File: src/rtl/i2c_reg_bridge.sv
// i2c_reg_bridge
// Turns the per-byte event stream of an I2C slave front end into accesses
// on a small register file. The protocol is the usual "write pointer, then
// data" scheme. The first byte after a write START loads the pointer. Every
// later byte is written at the pointer. Master reads return the register at
// the pointer. The pointer auto-increments after every data access and wraps
// modulo NUM_REGS. A host port lets local logic write registers directly.
//
// Ports:
//   clock, reset          system clock, synchronous active-high reset
//   i2c_start, i2c_rw     START/repeated START pulse and its direction (1 = read)
//   i2c_stop              STOP pulse
//   rx_valid, rx_byte     received byte from the slave SIPO
//   tx_req                slave asks for the next byte to transmit
//   tx_byte, tx_valid     byte for the slave PISO, valid pulse
//   host_we/addr/wdata    local register write port
//   regs_flat             all registers, reg i at [8i+7:8i]
//   wr_strobe, wr_addr    one-cycle notification of a committed I2C write
//   ptr                   current register pointer
module i2c_reg_bridge #(
  parameter int NUM_REGS = 16,
  parameter int ADDR_W   = $clog2(NUM_REGS)
) (
  input  logic                  clock,
  input  logic                  reset,
  input  logic                  i2c_start,
  input  logic                  i2c_rw,
  input  logic                  i2c_stop,
  input  logic                  rx_valid,
  input  logic [7:0]            rx_byte,
  input  logic                  tx_req,
  output logic [7:0]            tx_byte,
  output logic                  tx_valid,
  input  logic                  host_we,
  input  logic [ADDR_W-1:0]     host_addr,
  input  logic [7:0]            host_wdata,
  output logic [NUM_REGS*8-1:0] regs_flat,
  output logic                  wr_strobe,
  output logic [ADDR_W-1:0]     wr_addr,
  output logic [ADDR_W-1:0]     ptr
);

  localparam logic [1:0] ST_IDLE    = 2'd0;
  localparam logic [1:0] ST_GET_PTR = 2'd1;
  localparam logic [1:0] ST_WR_DATA = 2'd2;
  localparam logic [1:0] ST_RD_DATA = 2'd3;

  logic [1:0] state;
  logic [7:0] regs [NUM_REGS];
  logic       i2c_wr;

  // A data byte is committed only in WR_DATA, and never when a START arrives
  // in the same cycle: the START restarts the transaction and drops the byte.
  assign i2c_wr = (state == ST_WR_DATA) && rx_valid && !i2c_start;

  // Register file. The host write is issued first so that an I2C write to
  // the same register in the same cycle overrides it. Writes to different
  // registers both land.
  always_ff @(posedge clock) begin
    if (reset) begin
      for (int i = 0; i < NUM_REGS; i++) begin
        regs[i] <= 8'h00;
      end
    end else begin
      if (host_we) begin
        regs[host_addr] <= host_wdata;
      end
      if (i2c_wr) begin
        regs[ptr] <= rx_byte;
      end
    end
  end

  // Transaction FSM, pointer and output pulses. A START takes priority over
  // everything else in its cycle. A STOP lets the current-state action run
  // first, then forces IDLE. The pointer survives both.
  always_ff @(posedge clock) begin
    if (reset) begin
      state     <= ST_IDLE;
      ptr       <= '0;
      tx_byte   <= 8'h00;
      tx_valid  <= 1'b0;
      wr_strobe <= 1'b0;
      wr_addr   <= '0;
    end else begin
      tx_valid  <= 1'b0;
      wr_strobe <= 1'b0;
      if (i2c_start) begin
        state <= i2c_rw ? ST_RD_DATA : ST_GET_PTR;
      end else begin
        case (state)
          ST_GET_PTR: begin
            if (rx_valid) begin
              ptr   <= rx_byte[ADDR_W-1:0];
              state <= ST_WR_DATA;
            end
          end
          ST_WR_DATA: begin
            if (rx_valid) begin
              wr_strobe <= 1'b1;
              wr_addr   <= ptr;
              ptr       <= ptr + ADDR_W'(1);
            end
          end
          ST_RD_DATA: begin
            if (tx_req) begin
              tx_byte  <= regs[ptr];
              tx_valid <= 1'b1;
              ptr      <= ptr + ADDR_W'(1);
            end
          end
          default: begin
          end
        endcase
        if (i2c_stop) begin
          state <= ST_IDLE;
        end
      end
    end
  end

  // Flatten the register array straight from the flops.
  for (genvar g = 0; g < NUM_REGS; g++) begin : g_flat
    assign regs_flat[8*g +: 8] = regs[g];
  end

endmodule

File: config.mk
export PLATFORM = sky130hd
export DESIGN_NAME = i2c_reg_bridge
export DESIGN_NICKNAME = d
export VERILOG_FILES = /design/src/rtl/i2c_reg_bridge.sv
export SDC_FILE = /design/constraint.sdc
export NUM_CORES = 1
export LEC_CHECK = 0
export ABC_AREA = 1
export BUFFER_PORTS_ARGS = -buffer_cell sky130_fd_sc_hd__buf_2
export CORE_UTILIZATION = 50
export DETAILED_ROUTE_END_ITERATION = 6
export GPL_TIMING_DRIVEN = 1
export PLACE_DENSITY = 0.77
export SLEW_MARGIN = 10
export SYNTH_ARGS = -nofsm -noshare
export SYNTH_HDL_FRONTEND = slang
export SYNTH_SLANG_ARGS = --single-unit
File: constraint.sdc
create_clock -name clock -period 2.22 [get_ports clock]
set_input_delay 0.555 -clock clock [delete_from_list [all_inputs] [get_ports clock]]
set_output_delay 0.555 -clock clock [all_outputs]
set_load 0.005 [all_outputs]
== Yosys cells after proc, flatten, opt, wreduce, memory -nomap -nowiden ==
Memories as Yosys holds them, arrays and structs flattened. A register that Yosys moved wholly into a read port is not among the register bits.
Index checks and enable logic that the tools add are counted.

* Output and inout bits: 146
* Latch bits: 0
* Bits of input ports: 28
* Flip-flop bits (word level): 12
* Memories kept: 1
* ROM bits: 0
* Word-level logic and storage cells: 55
* Bits in writable memories: 128

* Equal/unequal tests: 6
* Multiplexer cells: 25
* Multiply operators: 0
* Reductions and logical operators: 14
* Add/sub/neg operators: 1
* $lt $le $gt $ge: 0
* Shift-type cells: 0
* Bitwise operators: 3
* Divide/modulo/power cells: 0

{| class="wikitable"
|+ Memories
! memory !! words !! bits a word !! read ports !! clocked after memory_dff !! write ports !! line !! text
|-
| regs || 16 || 8 || 17 || 1 || 16 || 49 || <nowiki>logic [7:0] regs [NUM_REGS];</nowiki>
|}

{| class="wikitable"
|+ Operator list
! cell !! count
|-
| $mux 4 || 5
|-
| $mux 8 || 2
|-
| $reduce_or 8->1 || 2
|-
| $mux 1 || 12
|-
| $pmux 4 s3 || 1
|-
| $mux 2 || 5
|-
| $reduce_bool 3->1 || 3
|-
| $ne 2x2->1 const B || 3
|-
| $reduce_and 3->1 || 2
|-
| $reduce_or 3->1 || 2
|-
| $reduce_and 5->1 || 1
|-
| $add 4x1->4 const B || 1
|-
| $eq 2x2->1 const B || 2
|-
| $not 1->1 || 3
|-
| $eq 2x1->1 const B || 1
|-
| $logic_and 1x1->1 || 2
|-
| $reduce_and 2->1 || 1
|-
| $logic_not 1->1 || 1
|}

== Longest topological paths before layout ==
Gate-level depths: netlist of the first run.

* Depth after elaboration: 8
* Mapped depth: 9
* Mapped depth without buffers: 9

== Worst setup path after synthesis of the first run ==
OpenSTA, ideal clock, no wires.

* Path type: register -> register
* Start: reg ptr[1]
* End: mem regs[8][0] (enable)
* Setup slack: -13 ps
* Period minus slack after synthesis: 2233 ps
* Cell stages (with the launch flop): 8
* Setup time: 335 ps
* Arrival: 1898 ps
* Path buffers: 3
* Required time: 1885 ps
* Cells stage by stage: dfxtp_1 buf_2 clkinv_1 buf_2 ha_1 nand3_2 clkbuf_1 o211ai_1

{| class="wikitable"
|+ RTL lines
! item !! line !! text
|-
| from (decl) || 40 || <nowiki>output logic [ADDR_W-1:0] ptr</nowiki>
|-
| from (signal assigned) || 94 || <nowiki>ptr <= rx_byte[ADDR_W-1:0];</nowiki>
|-
| from (signal assigned) || 102 || <nowiki>ptr <= ptr + ADDR_W'(1);</nowiki>
|-
| from (signal assigned) || 109 || <nowiki>ptr <= ptr + ADDR_W'(1);</nowiki>
|-
| to (decl) || 49 ||
|}

== Final worst setup path of the first run ==
* Start: reg ptr[0]
* End: out ptr[0]

No word-level cell between the ends.

==> summary.md, run 1 <==
| Metric | Value |
|---|---|
| Status | `completed` |
| Seq/Total Area, Yosys | `49.9%` |
| Place WS | `114 ps` |
| Via/cell ratio | `5.83` |
| Port-buffer cells | `173` |
| Worst slew pin tran | `914 ps` |
| First-pass GRT wire length | `approximately 40000 µm` |
| Layout area overhead | `22.0%` |
| Initial antenna violation count | `1` |
| Core area | `0.0166 mm²` |
| Final hold violations | `0` |
| Total Routed Length | `between 20000 and 30000 µm` |
| Total negative slack | `0 ps` |
| Final worst slack | `around 84 ps` |
| Initial core utilization | `51.2%` |
| Fraction of layout cells with a size suffix above 1 | `27.7%` |
| Syn Inst Count | `slightly below 1000` |
| Sink Count | `between 100 and 150` |
| Most frequent cells in the layout | `nand3_1, nand2_1, buf_2` |
| 1st-pass router iterations | `5` |
| Register bit total from synthesis | `148` |
| DR iter-0 viols | `1017` |
| Worst Setup End Kind | `primary output` |
| Synth cell types | `30` |
| Minimum clock period | `~2100 ps` |
| Area of the multi-input gates | `approximately 0.0035 mm²` |
| # fillers | `1377` |
| Post_cts resized | `0` |
| FMAX | `468 MHz` |
| Top FF cell, synth | `edfxtp_1` |
| Clk root buf | `clkbuf_16` |
| Kind of critical path | `flip-flop to primary output` |
| Reg power frac | `between 40% and 50%` |
| Synth async-reset ratio | `0%` |
| Clk_lat worst skew | `430 ps` |
| Worst vdd ir | `0.572 mV` |
| Total GRT Usage | `31.0%` |
| Die Ht | `132 µm` |
| Placer Congestion | `0.914` |
| Rel. slew slack | `38.8%` |
| Clk pin slew, worst setup/hold paths | `60 ps` |
| Pwr Total | `7.44 mW` |
| Unrepaired setup endpoints after global routing | `no` |
| Non-Filler Instances | `1403` |
| Ys Warns | `0` |
| Worst path required time | `between 1500 and 2000 ps` |
| Post-route DRC | `0` |
| Cell area after synthesis | `0.00850 mm²` |
| Max-cap viol count | `0` |
| Int Power | `5.54 mW` |
| Crit path max fanout | `43` |
| Pleak | `approximately 4.4 nW` |
| Psw | `1.90 mW` |
| Post-CTS Setup Inserts | `0` |
| Final setup fails | `0` |
| Switch share | `25.5%` |
| # H-tree levels | `4` |
| Most common cell after layout, fill and taps aside | `nand3_1` |
| Post-synth EDFFs | `128` |
| Final Core Density | `62.5%` |
| Syn Area/Cell | `approximately 8.6 µm²` |
| Row cnt | `47` |
| Power Dens Cells | `718 mW/mm²` |
| Signal arrival time at the worst endpoint | `1580 ps` |
| Synthesized net count | `1021` |
| Die footprint | `0.0175 mm²` |
| Crit start category | `flip-flop` |
| DIE WIDTH | `132 µm` |
| Grt ovf | `0` |
| Clock Skew | `7.78 ps` |
| Total CTS buffers | `17` |
| Vias in the first global route | `approximately 7300` |
| Hold buffer count at cts | `0` |
| Nets | `1204` |
| Placed cells | `1370` |
| Via count | `8180` |
| Largest net degree at the start of global routing | `44` |
| Gate power share | `a little over an eighth` |
| Clock Power Share | `43.2%` |
| Hold/Removal Path Class | `primary input to flip-flop` |
| ANT nets after route | `0` |
| Number of top-level pins | `174` |
| HPWL after DPL | `18700 µm` |
| Routed WL per cell | `19.4 µm` |
| CTS max path bufs | `2` |
| Storage element area | `0.00425 mm²` |
| CTS tree | `done` |
| Final Slew Violations | `0` |
| Period utilisation layout | `96.2%` |
[sequential cells by signal, indices dropped and copies added, names as in the netlist]
| register | cells |
|---|---|
| state | 2 |
| tx_valid | 1 |
| regs | 128 |
| tx_byte | 8 |
| wr_strobe | 1 |
| wr_addr | 4 |
| ptr | 4 |
[logic make-up after synthesis]
family,synth area share [%]
and+or+nand+nor,28.1
adders and majority gates,1.03
DFF,49.9
AOI/OAI and AO/OA,11.7
buffers and inverters,9.23
[worst paths after layout]
kind | startpoint | depth (start not counted) | end | slack (ps)
max | ptr[0] | 2 | ptr[0] | 80
min | i2c_stop | 4 | state[1] | 410
max reg2reg | state[0] | 7 | regs[9][4] | 190
min reg2reg | state[0] | 2 | state[0] | 530
[metrics by stage]
stage	area, µm²	hold slack [ps]
2_1_floorplan	8500	490
4_1_cts	10400	410
3_5_place_dp	9710	512
3_3_place_gp	9710	505
5_1_grt	10400	443
6_report	10400	411
[layer usage]
layer / global-route usage (%) / vias up / part of all wire [%]
li1: - / 3743 / -
met1: 39.6 / 3707 / 38
met2: 47.9 / 606 / 46
met3: 7.27 / 122 / 12
met4: 19.2 / 2 / 5.2
met5: 0 / - / 0.044
[synthesized netlist by cell type (9+ instances only)]
master      n  area share (%)
o21ai_1    75             4.4
inv_1      93             4.1
edfxtp_1  128              45
nor2_2      9            0.66
clkbuf_1   33             1.5
buf_2      12            0.71
dfxtp_1    20             4.7
buf_6      12             1.6
nor2_1     54             2.4
buf_1       9            0.40
o21ai_2    18             1.9
o21ai_0    70             4.1
nand3_2     9             1.1
nand3_1   197              12
nand3_4    12             2.5
a21oi_1    11            0.65
nand2_1   183             8.1
[critical path, cell delays in order (launching register included)]
cell and delay [ps]:
dfxtp_2 500, buf_4 450, buf_2 200
[power groups by stage]
stage | registers, mW | logic [mW] | clock network (mW)
6_report | 3.23 | 0.997 | 3.21
5_1_grt | 3.24 | 1.06 | 3.31
4_1_cts | 3.23 | 0.969 | 3.20
3_5_place_dp | 3.29 | 0.962 | 0
3_3_place_gp | 3.29 | 0.950 | 0
2_1_floorplan | 3.27 | 0.543 | 0
[area by class of cell]
class / instances / area share (%)
diodes: 1 / 0.0241
clock buffers: 21 / 4.25
clock inverters: 11 / 2.03
inverters: 101 / 3.75
multi-input cells: 667 / 33.5
flip-flops and latches: 148 / 40.9
well taps: 220 / 2.66
repair buffers: 234 / 12.9
Note: power is estimated with default switching activity, not from simulation.
==> inputs of run 2 (changes only) <==
--- a/config.mk
+++ b/config.mk
@@ -7,6 +7,7 @@
 export LEC_CHECK = 0
 export ABC_AREA = 1
 export BUFFER_PORTS_ARGS = -buffer_cell sky130_fd_sc_hd__buf_2
+export CORE_ASPECT_RATIO = 0.5
 export CORE_UTILIZATION = 50
 export DETAILED_ROUTE_END_ITERATION = 6
 export GPL_TIMING_DRIVEN = 1
==> run 2 against run 1 <==
The flow now finishes with violations (DRC). Worst setup slack better by 81 ps. Core utilization up 0.53 points. Power down 0.95%. Largest power group unchanged. Register-to-register slack worse by 30 ps. Flip-flop and latch count unchanged. Wire length up 6.2%. First-iteration DRC count up 1.5%. Global-route usage up 2.4 points. Via count up 0.66%.
==> summary.md, run 2 (synthesis results as in run 1) <==
| Metric | Value |
|---|---|
| Routed WL per cell | `20.4 µm (was 19.4 µm)` |
| Int Power | `5.34 mW (was 5.54 mW)` |
| DIE WIDTH | `186 µm (was 132 µm)` |
| Die footprint | `0.0176 mm² (was 0.0175 mm²)` |
| Grt ovf | `0 (unchanged)` |
| Largest Register | `regs (unchanged)` |
| Gate power share | `14.1% (was 13.4%)` |
| Crit path top cell by count | `nand3_2` |
| Reg power frac | `43.8% (was 43.4%)` |
| Signal arrival time at the worst endpoint | `2120 ps (was 1580 ps)` |
| HPWL after DPL | `20000 µm (was 18700 µm)` |
| CTS max path bufs | `2 (unchanged)` |
| CTS tree | `done (unchanged)` |
| Status | `finished with violations (was completed)` |
| FMAX | `486 MHz (was 468 MHz)` |
| Crit path max fanout | `10 (was 43)` |
| First-pass GRT wire length | `42900 µm (was 40100 µm)` |
| Switch share | `27.6% (was 25.5%)` |
| Clk_lat worst skew | `440 ps (was 430 ps)` |
| # H-tree levels | `4 (unchanged)` |
| Worst vdd ir | `0.577 mV (was 0.572 mV)` |
| Final hold violations | `0 (unchanged)` |
| Initial antenna violation count | `1 (unchanged)` |
| Largest net degree at the start of global routing | `41 (was 44)` |
| Unrepaired setup endpoints after global routing | `no (unchanged)` |
| Nets | `1207 (was 1204)` |
| Clock Power Share | `42.1% (was 43.2%)` |
| Worst path required time | `2280 ps (was 1660 ps)` |
| CP bufs+invs | `2 (unchanged)` |
| Biggest regs | `regs x128, tx_byte x8 (unchanged)` |
| ANT nets after route | `0 (unchanged)` |
| Total negative slack | `0 ps (unchanged)` |
| Failing checks | `DRC` |
| Power Dens Cells | `709 mW/mm² (was 718 mW/mm²)` |
| 1st-pass router iterations | `7 (was 5)` |
| Core area | `0.0165 mm² (was 0.0166 mm²)` |
| Final Slew Violations | `0 (unchanged)` |
| Final Hold Slack | `390 ps (was 411 ps)` |
| Clk pin slew, worst setup/hold paths | `60 ps (about the same)` |
| Post-CTS Setup Inserts | `0 (unchanged)` |
| Port-buffer cells | `173 (unchanged)` |
| Rel. slew slack | `40.5% (was 38.8%)` |
| Final setup fails | `0 (unchanged)` |
| Diode count | `0 (was 1)` |
| Post-route DRC | `1 (was 0)` |
| Row cnt | `33 (was 47)` |
| Total CTS buffers | `17 (unchanged)` |
| CP top delay family | `simple AND/OR/NAND/NOR gates (was buffers and inverters)` |
| Clock Skew | `13.3 ps (was 7.78 ps)` |
| Crit start category | `flip-flop (unchanged)` |
| Pleak | `4.46 nW (was 4.44 nW)` |
| Period utilisation layout | `92.6% (was 96.2%)` |
| Most common cell after layout, fill and taps aside | `nand3_1 (unchanged)` |
| Via count | `8234 (was 8180)` |
| Clk root buf | `clkbuf_16 (unchanged)` |
| Sink Count | `148 (unchanged)` |
| Slowest library cell on the worst path | `o211ai_1 (was dfxtp_2)` |
| Minimum clock period | `2060 ps (was 2140 ps)` |
| Kind of critical path | `flip-flop to flip-flop (was flip-flop to primary output)` |
| # fillers | `1415 (was 1377)` |
| Vias in the first global route | `7495 (was 7325)` |
| Layout area overhead | `22.2% (was 22.0%)` |
| Psw | `2.03 mW (was 1.90 mW)` |
| Max-cap viol count | `0 (unchanged)` |
| DR iter-0 viols | `1032 (was 1017)` |
| Max FFs per register | `128 (unchanged)` |
| Hold/Removal Path Class | `primary input to flip-flop (unchanged)` |
| Fraction of layout cells with a size suffix above 1 | `28.3% (was 27.7%)` |
| Post_cts resized | `0 (unchanged)` |
| Hold buffer count at cts | `0 (unchanged)` |
| Number of top-level pins | `174 (unchanged)` |
| Worst slew pin tran | `889 ps (was 914 ps)` |
| Initial core utilization | `51.6% (was 51.2%)` |
| Via/cell ratio | `5.84 (was 5.83)` |
| Crit-path cells | `inv_1 -> ha_1 -> nand3_2 -> nor2_8 -> buf_12 -> nand3_2 -> o211ai_1 (was buf_4 -> buf_2)` |
| Most frequent cells in the layout | `nand3_1, nand2_1, buf_2 (unchanged)` |
| Crit-path max cell delay | `420 ps (was 500 ps)` |
| Die Ht | `94.2 µm (was 132 µm)` |
| Worst Setup End Kind | `flip-flop (was primary output)` |
| Total Routed Length | `28800 µm (was 27200 µm)` |
| Placer Congestion | `0.918 (was 0.914)` |
| Total GRT Usage | `33.4% (was 31.0%)` |
run 2: changes by cell type in the layout (fill, tap and decap cells not counted), moves of 2 or more:
cell	previous run	this run
buf_4	60	62
inv_6	2	5
clkbuf_1	4	0
bufinv_16	6	4
clkinv_4	1	5
run 2: power groups by stage:
stage	Clock, mW	Combinational (mW)	Sequential [mW]
after floorplan	0	0.543	3.27
after global placement	0	0.984	3.28
after detailed placement	0	0.995	3.28
after CTS	3.11	1.00	3.22
after global routing	3.23	1.11	3.24
final	3.10	1.04	3.23
run 2: final timing paths:
check	slack [ps]	to	cells after the start	startpoint
max	160	regs[12][1]	7	state[0]
min	390	state[1]	4	i2c_stop
max reg2reg	160	regs[12][1]	7	state[0]
min reg2reg	520	tx_byte[4]	2	tx_byte[4]
run 2: worst min-delay path, stage by stage:
cell	delay, ps
buf_2	70
inv_1	40
nand2_1	60
a21oi_1	50
run 2: stage by stage:
stage          total power, mW  setup WS [ps]  area, µm²  cells  util [%]
2_1_floorplan             3.81           9.32       8500    986         -
3_3_place_gp              4.26            201       9760   1380      59.2
3_5_place_dp              4.28           83.7       9760   1380      59.2
4_1_cts                   7.33            195      10400   1411      63.0
5_1_grt                   7.57           69.0      10400   1411      63.0
6_report                  7.37            164      10400   1411      63.0
run 2: final cells by class:
| class | instances | area (µm²) | share of cell area [%] |
|---|---|---|---|
| sequential | 148 | 4250 | 40.9 |
| multi-input combinational | 667 | 3470 | 33.4 |
| timing repair buffer | 237 | 1370 | 13.2 |
| clock buffer | 17 | 425 | 4.10 |
| inverter | 101 | 389 | 3.75 |
| tap | 227 | 284 | 2.73 |
| clock inverter | 14 | 203 | 1.95 |
run 2: routing by layer:
layer	wire (µm)	global-route usage [%]	vias to the layer above
li1	-	-	3745
met1	11900	46.7	3836
met2	12300	49.5	587
met3	4000	9.11	66
met4	623	11.9	0
met5	0	0	-
==> inputs of run 3 (changes only) <==
--- a/config.mk
+++ b/config.mk
@@ -5,13 +5,13 @@
 export SDC_FILE = /design/constraint.sdc
 export NUM_CORES = 1
 export LEC_CHECK = 0
-export ABC_AREA = 1
 export BUFFER_PORTS_ARGS = -buffer_cell sky130_fd_sc_hd__buf_2
 export CORE_ASPECT_RATIO = 0.5
 export CORE_UTILIZATION = 50
 export DETAILED_ROUTE_END_ITERATION = 6
 export GPL_TIMING_DRIVEN = 1
 export PLACE_DENSITY = 0.77
+export SETUP_SLACK_MARGIN = 0.4
 export SLEW_MARGIN = 10
 export SYNTH_ARGS = -nofsm -noshare
 export SYNTH_HDL_FRONTEND = slang
==> constraint.sdc (replaced) <==
create_clock -name clock -period 2.22 [get_ports clock]
set_input_delay 0.444 -clock clock [delete_from_list [all_inputs] [get_ports clock]]
set_output_delay 0.444 -clock clock [all_outputs]
set_load 0.005 [all_outputs]
==> run 3 against run 2 <==
Wire length is 5.4% lower. Register-to-register slack gained 220 ps. Clock skew about the same. Core utilization rose by 2.8 points. Non-clock buffer count is 4 lower. Clock power is 2% lower. Power shrank 3.4%. The run now ends clean.
==> summary.md, run 3 <==
| Metric | Value |
|---|---|
| Status | `completed (was finished with violations)` |
| HPWL after DPL | `18600 µm (was 20000 µm)` |
| Clk pin slew, worst setup/hold paths | `70 ps (was 60 ps)` |
| Synth cell types | `49 (was 30)` |
| Period utilisation layout | `82.6% (was 92.6%)` |
| Post-synth EDFFs | `128 (unchanged)` |
| Power Dens Cells | `695 mW/mm² (was 709 mW/mm²)` |
| Final Cell Area | `0.0102 mm² (was 0.0104 mm²)` |
| Crit start category | `flip-flop (unchanged)` |
| Hold path cells | `3 (was 4)` |
| Most common cell after layout, fill and taps aside | `buf_2 (was nand3_1)` |
| Total Routed Length | `27300 µm (was 28800 µm)` |
| Placer Congestion | `0.930 (was 0.918)` |
| Pleak | `3.93 nW (was 4.46 nW)` |
| Die Ht | `91.5 µm (was 94.2 µm)` |
| Clock Skew | `12.9 ps (was 13.3 ps)` |
| Max FFs per register | `128 (unchanged)` |
| Synth top area cells | `edfxtp_1, a22o_1, mux2i_1 (was edfxtp_1, nand3_1, nand2_1)` |
| Seq/Total Area, Yosys | `52.9% (was 49.9%)` |
| Worst vdd ir | `0.570 mV (was 0.577 mV)` |
| DR iter-0 viols | `867 (was 1032)` |
| Final Hold Slack | `255 ps (was 390 ps)` |
| Worst path required time | `2400 ps (was 2280 ps)` |
| Post-route DRC | `0 (was 1)` |
| Grt ovf | `0 (unchanged)` |
| Synthesized net count | `758 (was 1021)` |
| Largest Register | `regs (unchanged)` |
| Fraction of layout cells with a size suffix above 1 | `37.6% (was 28.3%)` |
| ANT nets after route | `0 (unchanged)` |
| Total CTS buffers | `17 (unchanged)` |
| FMAX | `545 MHz (was 486 MHz)` |
| Worst Setup End Kind | `flip-flop (unchanged)` |
| Register bit total from synthesis | `148 (unchanged)` |
| DIE WIDTH | `181 µm (was 186 µm)` |
| Synth top cells by count | `nand2_1, edfxtp_1, a22o_1, o21ai_0, mux2i_1 (was nand3_1, nand2_1, edfxtp_1)` |
| Final setup fails | `0 (unchanged)` |
| First-pass GRT wire length | `39300 µm (was 42900 µm)` |
| Signal arrival time at the worst endpoint | `2020 ps (was 2120 ps)` |
| Top-count cell post-synth | `nand2_1 (was nand3_1)` |
| Via/cell ratio | `6.33 (was 5.84)` |
| Minimum clock period | `1830 ps (was 2060 ps)` |
| Port-buffer cells | `173 (unchanged)` |
| Biggest regs | `regs x128, tx_byte x8 (unchanged)` |
| Unrepaired setup endpoints after global routing | `yes (was no)` |
| Sink Count | `148 (unchanged)` |
| Top FF cell, synth | `edfxtp_1 (unchanged)` |
| Final hold violations | `0 (unchanged)` |
| Syn Area/Cell | `11.1 µm² (was 8.62 µm²)` |
| Synth top area share | `47.9% (was 45.2%)` |
| Row cnt | `32 (was 33)` |
| Hold buffer count at cts | `0 (unchanged)` |
| Largest net degree at the start of global routing | `33 (was 41)` |
| Max-cap viol count | `0 (unchanged)` |
| Ys Warns | `0 (unchanged)` |
| Cell area after synthesis | `0.00802 mm² (was 0.00850 mm²)` |
| DP Area | `0.00930 mm² (was 0.00976 mm²)` |
| Synth area leader | `edfxtp_1 (unchanged)` |
| Synth async-reset ratio | `0% (unchanged)` |
| Total GRT Usage | `32.9% (was 33.4%)` |
| Total negative slack | `0 ps (unchanged)` |
| # H-tree levels | `4 (unchanged)` |
| Initial core utilization | `51.6% (about the same)` |
| Worst slew pin tran | `584 ps (was 889 ps)` |
| Final Slew Violations | `0 (unchanged)` |
| Hold/Removal Path Class | `primary input to flip-flop (unchanged)` |
| Rel. slew slack | `61.1% (was 40.5%)` |
| Kind of critical path | `flip-flop to flip-flop (unchanged)` |
| CTS tree | `done (unchanged)` |
| CTS max path bufs | `2 (unchanged)` |
| Diode count | `0 (unchanged)` |
| Nets | `938 (was 1207)` |
| Clk_lat worst skew | `430 ps (was 440 ps)` |
| Core area | `0.0155 mm² (was 0.0165 mm²)` |
| Routed WL per cell | `24.4 µm (was 20.4 µm)` |
| Reg2reg path depth | `8 (was 7)` |
| Clk root buf | `clkbuf_16 (unchanged)` |
| Via count | `7091 (was 8234)` |
| Die footprint | `0.0166 mm² (was 0.0176 mm²)` |
| Most frequent cells in the layout | `buf_2, nand2_1, edfxtp_1 (was nand3_1, nand2_1, buf_2)` |
| Layout area overhead | `27.7% (was 22.2%)` |
| Crit path max fanout | `9 (was 10)` |
| # fillers | `1161 (was 1415)` |
| 1st-pass router iterations | `7 (unchanged)` |
| Vias in the first global route | `6552 (was 7495)` |
| Number of top-level pins | `174 (unchanged)` |
| Initial antenna violation count | `0 (was 1)` |
| Syn Inst Count | `723 (was 986)` |
==> run 3: routing by layer <==
layer	part of all wire, %	GRT usage [%]	up-vias
li1	-	-	3061
met1	39	45.6	3416
met2	44	48.2	544
met3	15	10.7	70
met4	2.5	11.7	0
met5	0	0	-
==> run 3: metrics by stage <==
stage	utilization (%)	setup slack, ps	std cells	total power, mW
after global placement	59.9	176	1070	4.05
after CTS	64.9	370	1110	7.07
after global routing	65.9	346	1120	7.27
after detailed placement	59.9	131	1070	4.06
final	65.9	386	1120	7.12
after floorplan	-	145	723	3.73
==> run 3: logic make-up (layout without fill, tap and decap cells) <==
kind of cell	after synthesis	count (layout)	synth area share, %
simple gates	240	240	16.2
buf+inv	83	276	4.98
flops	148	148	52.9
mux	60	60	8.74
compound gates	185	185	16.0
fa+ha+maj	7	7	1.09
==> run 3: worst max-delay path, cell delays in order (launching register included) <==
cell and delay, ps:
dfxtp_4 360, inv_4 50, ha_4 150, nand4bb_4 170, buf_12 200, nor4_4 220
nor2b_1 70, buf_4 160, a22o_1 180
==> run 3: cell type report <==
type / count / area, µm² / area share, %
clock inverter: 14 / 186 / 1.82
clock buffer: 18 / 429 / 4.19
timing repair buffer: 233 / 1430 / 13.9
multi-input combinational: 492 / 3610 / 35.3
tap: 204 / 255 / 2.49
inverter: 11 / 65.1 / 0.636
sequential: 148 / 4260 / 41.6
==> run 3: path summary, 6_finish.rpt <==
path	start	end	slack, ps
setup / recovery	state[0]	regs[0][5]	390
hold / removal	i2c_rw	state[1]	250
hold reg to reg	wr_addr[1]	wr_addr[1]	490
setup reg to reg	state[0]	regs[0][5]	390
==> run 3: power breakdown <==
part / switching [mW] / leakage, nW / total (mW) / internal (mW)
logic: 0.522 / 2.18 / 0.831 / 0.308
clock network: 1.32 / 0.300 / 3.04 / 1.72
registers: 0.102 / 1.45 / 3.24 / 3.14
==> run 3: repair_timing <==
item                       CTS  global route
gates cloned                 1             1
pin swaps                    3             6
setup endpoints to repair  205           144
resized for setup           21            17
buffers inserted             7             9
